**src/rtl/cp_bypass_ctrl_pkg.sv**
```systemverilog
// Shared CP bypass constants: result-source codes and register index width,
// mirroring the shared CP definitions so every bypass block agrees on encoding.
package cp_bypass_ctrl_pkg;

   localparam int DEF_CP_RF_INDEX_WIDTH = 5;

   typedef logic [1:0] bp_src_t;

   localparam bp_src_t RISC24_CP_BYPASS_SRC_ALU    = 2'd0;
   localparam bp_src_t RISC24_CP_BYPASS_SRC_MUL    = 2'd1;
   localparam bp_src_t RISC24_CP_BYPASS_SRC_LSU    = 2'd2;
   localparam bp_src_t RISC24_CP_BYPASS_SRC_SHADOW = 2'd3;

endpackage

```
**src/rtl/cp_bypass_ctrl_cmp.sv**
```systemverilog
// Per-port comparator: matches one IF read port against the ID entry and
// forwards the producer's result source as the bypass select.
module cp_bypass_cmp
   import cp_bypass_ctrl_pkg::*;
#(
   parameter int RF_INDEX_WIDTH = DEF_CP_RF_INDEX_WIDTH
) (
   input  logic                      if_valid,
   input  logic                      read_en,
   input  logic [RF_INDEX_WIDTH-1:0] read_addr,
   input  logic                      id_valid,
   input  logic [RF_INDEX_WIDTH-1:0] id_dest,
   input  bp_src_t                   id_src,
   output logic                      match,
   output bp_src_t                   sel
);

   // id_valid already excludes r0, so no explicit zero check is needed here
   assign match = if_valid && read_en && id_valid && (read_addr == id_dest);
   assign sel   = match ? id_src : RISC24_CP_BYPASS_SRC_ALU;

endmodule

```
**src/rtl/cp_bypass_ctrl.sv**
```systemverilog
// IF-stage bypass/hazard control: tracks the ID-stage producer, registers
// per-port bypass flags/selects for cp_bypass, and requests load-use bubbles.
module cp_bypass_ctrl
   import cp_bypass_ctrl_pkg::*;
#(
   parameter int RF_INDEX_WIDTH = DEF_CP_RF_INDEX_WIDTH,
   parameter int LOAD_USE_STALL = 0
) (
   input  logic                      iClk,
   input  logic                      iReset_n,
   input  logic                      iIF_Valid,
   input  logic [RF_INDEX_WIDTH-1:0] iIF_RF_Read_Addr_A,
   input  logic [RF_INDEX_WIDTH-1:0] iIF_RF_Read_Addr_B,
   input  logic                      iIF_Read_En_A,
   input  logic                      iIF_Read_En_B,
   input  logic [RF_INDEX_WIDTH-1:0] iIF_Write_Addr,
   input  logic                      iIF_Write_En,
   input  logic [1:0]                iIF_Result_Src,
   input  logic                      iStall,
   input  logic                      iFlush,
   output logic                      oIF_BP_Bypass_Read_A,
   output logic                      oIF_BP_Bypass_Read_B,
   output logic [1:0]                oIF_BP_Bypass_Sel_A,
   output logic [1:0]                oIF_BP_Bypass_Sel_B,
   output logic                      oHazard_Stall
);

   logic                      id_valid;
   logic [RF_INDEX_WIDTH-1:0] id_dest;
   bp_src_t                   id_src;

   logic    match_a;
   logic    match_b;
   bp_src_t sel_a;
   bp_src_t sel_b;
   logic    issue_valid;

   cp_bypass_cmp #(.RF_INDEX_WIDTH(RF_INDEX_WIDTH)) u_cmp_a (
      .if_valid  (iIF_Valid),
      .read_en   (iIF_Read_En_A),
      .read_addr (iIF_RF_Read_Addr_A),
      .id_valid  (id_valid),
      .id_dest   (id_dest),
      .id_src    (id_src),
      .match     (match_a),
      .sel       (sel_a)
   );

   cp_bypass_cmp #(.RF_INDEX_WIDTH(RF_INDEX_WIDTH)) u_cmp_b (
      .if_valid  (iIF_Valid),
      .read_en   (iIF_Read_En_B),
      .read_addr (iIF_RF_Read_Addr_B),
      .id_valid  (id_valid),
      .id_dest   (id_dest),
      .id_src    (id_src),
      .match     (match_b),
      .sel       (sel_b)
   );

   assign oHazard_Stall = (LOAD_USE_STALL != 0) && (match_a || match_b) &&
                          (id_src == RISC24_CP_BYPASS_SRC_LSU) && !iFlush;

   assign issue_valid = iIF_Valid && iIF_Write_En && (iIF_Write_Addr != '0);

   always_ff @(posedge iClk or negedge iReset_n) begin
      if (!iReset_n) begin
         id_valid             <= 1'b0;
         id_dest              <= '0;
         id_src               <= RISC24_CP_BYPASS_SRC_ALU;
         oIF_BP_Bypass_Read_A <= 1'b0;
         oIF_BP_Bypass_Read_B <= 1'b0;
         oIF_BP_Bypass_Sel_A  <= RISC24_CP_BYPASS_SRC_ALU;
         oIF_BP_Bypass_Sel_B  <= RISC24_CP_BYPASS_SRC_ALU;
      end else if (iFlush) begin
         id_valid             <= 1'b0;
         oIF_BP_Bypass_Read_A <= 1'b0;
         oIF_BP_Bypass_Read_B <= 1'b0;
         oIF_BP_Bypass_Sel_A  <= RISC24_CP_BYPASS_SRC_ALU;
         oIF_BP_Bypass_Sel_B  <= RISC24_CP_BYPASS_SRC_ALU;
      end else if (iStall) begin
         id_valid <= id_valid;
      end else if (oHazard_Stall) begin
         // bubble: the held IF instruction later sees the load at distance 2,
         // which the RF write-port bypass covers without a flag
         id_valid             <= 1'b0;
         oIF_BP_Bypass_Read_A <= 1'b0;
         oIF_BP_Bypass_Read_B <= 1'b0;
         oIF_BP_Bypass_Sel_A  <= RISC24_CP_BYPASS_SRC_ALU;
         oIF_BP_Bypass_Sel_B  <= RISC24_CP_BYPASS_SRC_ALU;
      end else begin
         id_valid             <= issue_valid;
         id_dest              <= iIF_Write_Addr;
         id_src               <= iIF_Result_Src;
         oIF_BP_Bypass_Read_A <= match_a;
         oIF_BP_Bypass_Read_B <= match_b;
         oIF_BP_Bypass_Sel_A  <= sel_a;
         oIF_BP_Bypass_Sel_B  <= sel_b;
      end
   end

endmodule

```
**config.mk**
```make
export PLATFORM = sky130hd
export DESIGN_NAME = cp_bypass_ctrl
export DESIGN_NICKNAME = d
export VERILOG_FILES = /design/src/rtl/cp_bypass_ctrl_pkg.sv /design/src/rtl/cp_bypass_ctrl_cmp.sv /design/src/rtl/cp_bypass_ctrl.sv
export SDC_FILE = /design/constraint.sdc
export NUM_CORES = 1
export LEC_CHECK = 0
export CORE_MARGIN = 2
export CORE_UTILIZATION = 30
export DETAILED_ROUTE_END_ITERATION = 16
export GPL_TIMING_DRIVEN = 0
export PLACE_DENSITY_LB_ADDON = 0.15
export SYNTH_ARGS = -nofsm -noshare
export SYNTH_HDL_FRONTEND = slang
export SYNTH_HIERARCHICAL = 1
export SYNTH_SLANG_ARGS = --single-unit
```
**constraint.sdc**
```tcl
create_clock -name iClk -period 1.7 [get_ports iClk]
set_input_delay 0.425 -clock iClk [delete_from_list [all_inputs] [get_ports iClk]]
set_output_delay 0.425 -clock iClk [all_outputs]
set_load 0.01 [all_outputs]
```
# Word level (Yosys, flattened, before mapping)

Index checks and enable logic that the tools add are counted.

Equality and inequality tests: 3
Muxes and demuxes: 12
Bitwise operators: 2
Reduce and logical (&&, ||, !) cells: 10

Operator list:

| kind                                                  | number |
|---|---|
| two-way mux 2 bit                                     | 6 |
| equality test 5 bit                                   | 2 |
| logical AND 1 bit                                     | 8 |
| two-way mux 1 bit                                     | 6 |
| nonzero test 5 bit                                    | 1 |
| inequality test 2 x 1 -> 1 bit, second input constant | 1 |
| NOT 1 bit                                             | 2 |
| AND reduction 2 bit                                   | 1 |

Register bits after elaboration: 14
Input bits: 25
Output and inout port bits: 7
Word-level logic and storage cells: 34

# Longest topological paths before layout

Word-level depth: 6
Mapped depth: 5
Depth with buffers taken out: 5

# Cells and area by module

Netlist, hierarchy kept.

Modules (own cells, without submodules):

| module         | times used | cells each | area each (µm²) | sequential area each (µm²) |
|---|---|---|---|---|
| cp_bypass_ctrl | 1          | 42         | 569.3           | 350.3 |
| cp_bypass_cmp  | 2          | 11         | 87.6            | 0.0 |

# Worst setup path before layout

OpenSTA, ideal clock, no wires.

Path kind: in2reg
From: input port iFlush
To: register id_dest[0]
Setup time: 0.125 ns
Arrival time: 1.195 ns
Data required time: 1.575 ns
Slack: 0.380 ns
Cell stages on the path: 3
Buffers on the path: 1
Cells stage by stage: buf_2 -> nor2_2 -> mux2_2

Longest elaborated chain between the ends: 2

Ends and longest elaborated chain:

| item                                 | line                 | source |
|---|---|---|
| start: declaration                   | cp_bypass_ctrl.sv:20 | `input logic iFlush,` |
| NOT 1 bit (no source line)           | --                   |  |
| AND reduction 2 bit (no source line) | --                   |  |
| end signal: assignment               | cp_bypass_ctrl.sv:92 | `id_dest <= iIF_Write_Addr;` |
| end: declaration                     | cp_bypass_ctrl.sv:29 | `logic [RF_INDEX_WIDTH-1:0] id_dest;` |

Every way passes these cells.
A chain may end at the register's enable or synchronous reset.

# Final worst setup path

From: register oIF_BP_Bypass_Read_A
To: output port oIF_BP_Bypass_Read_A

RTL lines:

| item                     | line                 | source |
|---|---|---|
| start: declaration       | cp_bypass_ctrl.sv:21 | `output logic oIF_BP_Bypass_Read_A,` |
| start signal: assignment | cp_bypass_ctrl.sv:94 | `oIF_BP_Bypass_Read_A <= match_a;` |

No word-level cell between the ends.

==> impl_results.md <==
* Outcome: finished clean
* DRT Wirelength at 1550 um
* Vias post-DR at 592
* WP buf/inv at 1
* Final period util at 0.939
* Max IR drop VDD at between 0.0004 and 0.0005 V
* Layout cells sized above 1 at 0.198
* Final #Nets at 122
* Die Wd at between 50 and 60 um
* Initial DRC Count at 6
* Via-to-Cell Ratio at between 4 and 5
* CTS resizes at 0
* Post-Synthesis Cells at between 60 and 70
* WL/cell at 12.3 um
* Final hold vios at 0
* Initial Utilization at 0.309
* Setup Buffers After CTS at 0
* Final slew viol count at 0
* Largest net degree at the start of global routing at 15
* Static Leak at between 0.4 and 0.5 nW
* Die Y at 53.8 um
* Clock sink count at 14
* Clock Latency Late Sink at between 200 and 300 ps
* Final Core Density at 0.456
* CP max-delay cell: clkdlybuf4s50_1
* Max H-tree Level at 1
* Final non-filler cell total at approximately 130
* GRT overflow at 0
* Crit-path cells: clkdlybuf4s50_1
* Overall power at between 0.0007 and 0.0008 W
* FFs w/ async S/R, synth at 1.00
* Core Area at 2410 um2
* Skew final at approximately 2.8 ps
* DP Cell Count at between 100 and 150
* GPL Wtd Cong at 0.742
* Synth area leaders: dfrtp_1 (47%), mux2_2 (11%), xor2_1 (9.4%)
* Final setup viols at 0
* Remaining DRCs at 0
* Area added between synthesis and finish at 47.6%
* Top-count cell post-synth: dfrtp_1
* Flops & latches, synth at 14
* Dominant synthesized flop cell: dfrtp_1
* Sequential area share after synthesis at 0.471
* Max stage delay on crit path at approximately 540 ps
* Antenna Violating Nets Remaining at 0
* Setup CP Type: reg -> out
* Clk slew on worst S/H paths at roughly 90 ps
* Worst EP required at 1270 ps
* Post-Syn Nets at 89
* Fill cells at ~240
* First-pass GRT wire length at 2590 um
* Yosys cell types at 18
* Hpwl dp at between 1000 and 1500 um
* RSZ-0062 raised after global routing: false
* Avg Cell Area, Syn at 11.6 um2
* GRT Total Usage at 0.128
* Count of flip-flops with a built-in enable after synthesis at 0
* Worst hold path type: in -> reg
* Max_slew headroom at 0.558
* Synth warn at 6
* Worst EP arrival at 1170 ps
* Initial antenna violation count at 0
* Clock root buffer: clkbuf_4
* Largest area contributor in the netlist: dfrtp_1
* Synth cell count leaders: dfrtp_1 (14), nor2_1 (8), xor2_1 (8), mux2_2 (7), mux2i_1 (6)
* Fmax at 627 MHz
* Worst Max-Slew Pin Slew at around 660 ps
* CTS tree: done
* Clk buf depth at 2
* Antenna diodes at 0
* Startpoint Class: register
* Max FO, Critical Path at 2
* Crit path max-delay family: buffers and inverters
* Vias in the first global route at approximately 570
* Num CTS Buffers at 3
* Synth Cell Area at 744 um2
* Design area at between 1000 and 1500 um2
* # IOs at 32
* Crit end category: output port
* Share of the synthesized area in the top cell type at 0.471
* Die area at 2900 um2
* Final worst path period need at 1600 ps
* PwrDens at about 710 nW/um2
* FP Rows at 18
* IO buf count at 28
* Placed cell area at ~1100 um2
* Max-Cap Viols at 0
* Hold-fix buffers, CTS at 0
* DRT Pass-1 Iters at 4
[worst register-to-register path: cells and delay by family, from the launching register on]
kind          cells  cell delay (ps)
mux               1               60
flops             1              420
xor+xnor          1              180
simple gates      3              510
[layout by cell type (no fill, tap or decap)]
master           instances
nor3_2                   2
xor2_1                   8
dfrtp_1                 14
and4_1                   4
xnor2_1                  2
nand2_1                  1
clkdlybuf4s50_1         28
clkbuf_8                 1
buf_2                    1
clkbuf_4                 3
buf_4                    2
nand3_1                  2
and3_2                   2
o2111ai_1                1
mux2i_1                  6
nor2_1                   8
mux2_2                   7
nor2_2                   1
or4_1                    1
nand3b_1                 1
conb_1                   1
[per-stage QoR]
stage / hold slack [ps] / setup TNS [ps] / worst slack (ps)
final: 410 / 0 / 105
after global routing: 418 / 0 / 48.3
after CTS: 413 / 0 / 86.4
after detailed placement: 515 / -167 / -85.7
after global placement: 502 / -68.8 / -58.7
after floorplan: 129 / 0 / 380
[layout make-up]
type	count	area, um2	share of cell area
flip-flops and latches	14	350	0.319
plain buffers	3	20.0	0.0182
well taps	30	37.5	0.0342
repair buffers	28	280	0.255
multi-input cells	47	374	0.341
clock buffers	4	36.3	0.0330
[routing by layer]
layer	vias to the layer above	share of wire	GRT usage
met5	-	0	0
met4	0	0.0084	0.0641
met3	2	0.065	0.0333
met2	23	0.50	0.199
met1	281	0.43	0.164
li1	286	-	-
[cells by family after synthesis]
family / after synthesis / synth area share
DFF: 14 / 0.471
and+or+nand+nor: 22 / 0.182
other: 1 / 0.00504
xor gates and xnor gates: 10 / 0.118
AOI/OAI and AO/OA: 1 / 0.0118
buffers and inverters: 3 / 0.0269
muxes: 13 / 0.187
[final timing paths]
path	slack (ps)	end	start	depth (start not counted)
max	100	oIF_BP_Bypass_Read_A	oIF_BP_Bypass_Read_A	1
min reg2reg	530	oIF_BP_Bypass_Read_B	oIF_BP_Bypass_Read_B	2
min	410	oIF_BP_Bypass_Read_B	iFlush	2
max reg2reg	460	oIF_BP_Bypass_Sel_A[1]	id_dest[4]	5
min in group asynchronous	540	oIF_BP_Bypass_Read_B	iReset_n	1
max in group asynchronous	730	oIF_BP_Bypass_Sel_B[1]	iReset_n	1
[registers in the layout, indices dropped and copies added, names as in the netlist]
register,flops
id_valid,1
oIF_BP_Bypass_Sel_B,2
oIF_BP_Bypass_Read_A,1
id_src,2
oIF_BP_Bypass_Sel_A,2
oIF_BP_Bypass_Read_B,1
id_dest,5
[where the power goes]
group	internal (W)	total, W	switching (W)
Combinational	0.0000964	0.000156	0.0000598
Clock	0.000130	0.000242	0.000112
Sequential	0.000358	0.000384	0.0000256
Power figures use the tool's default switching activity.
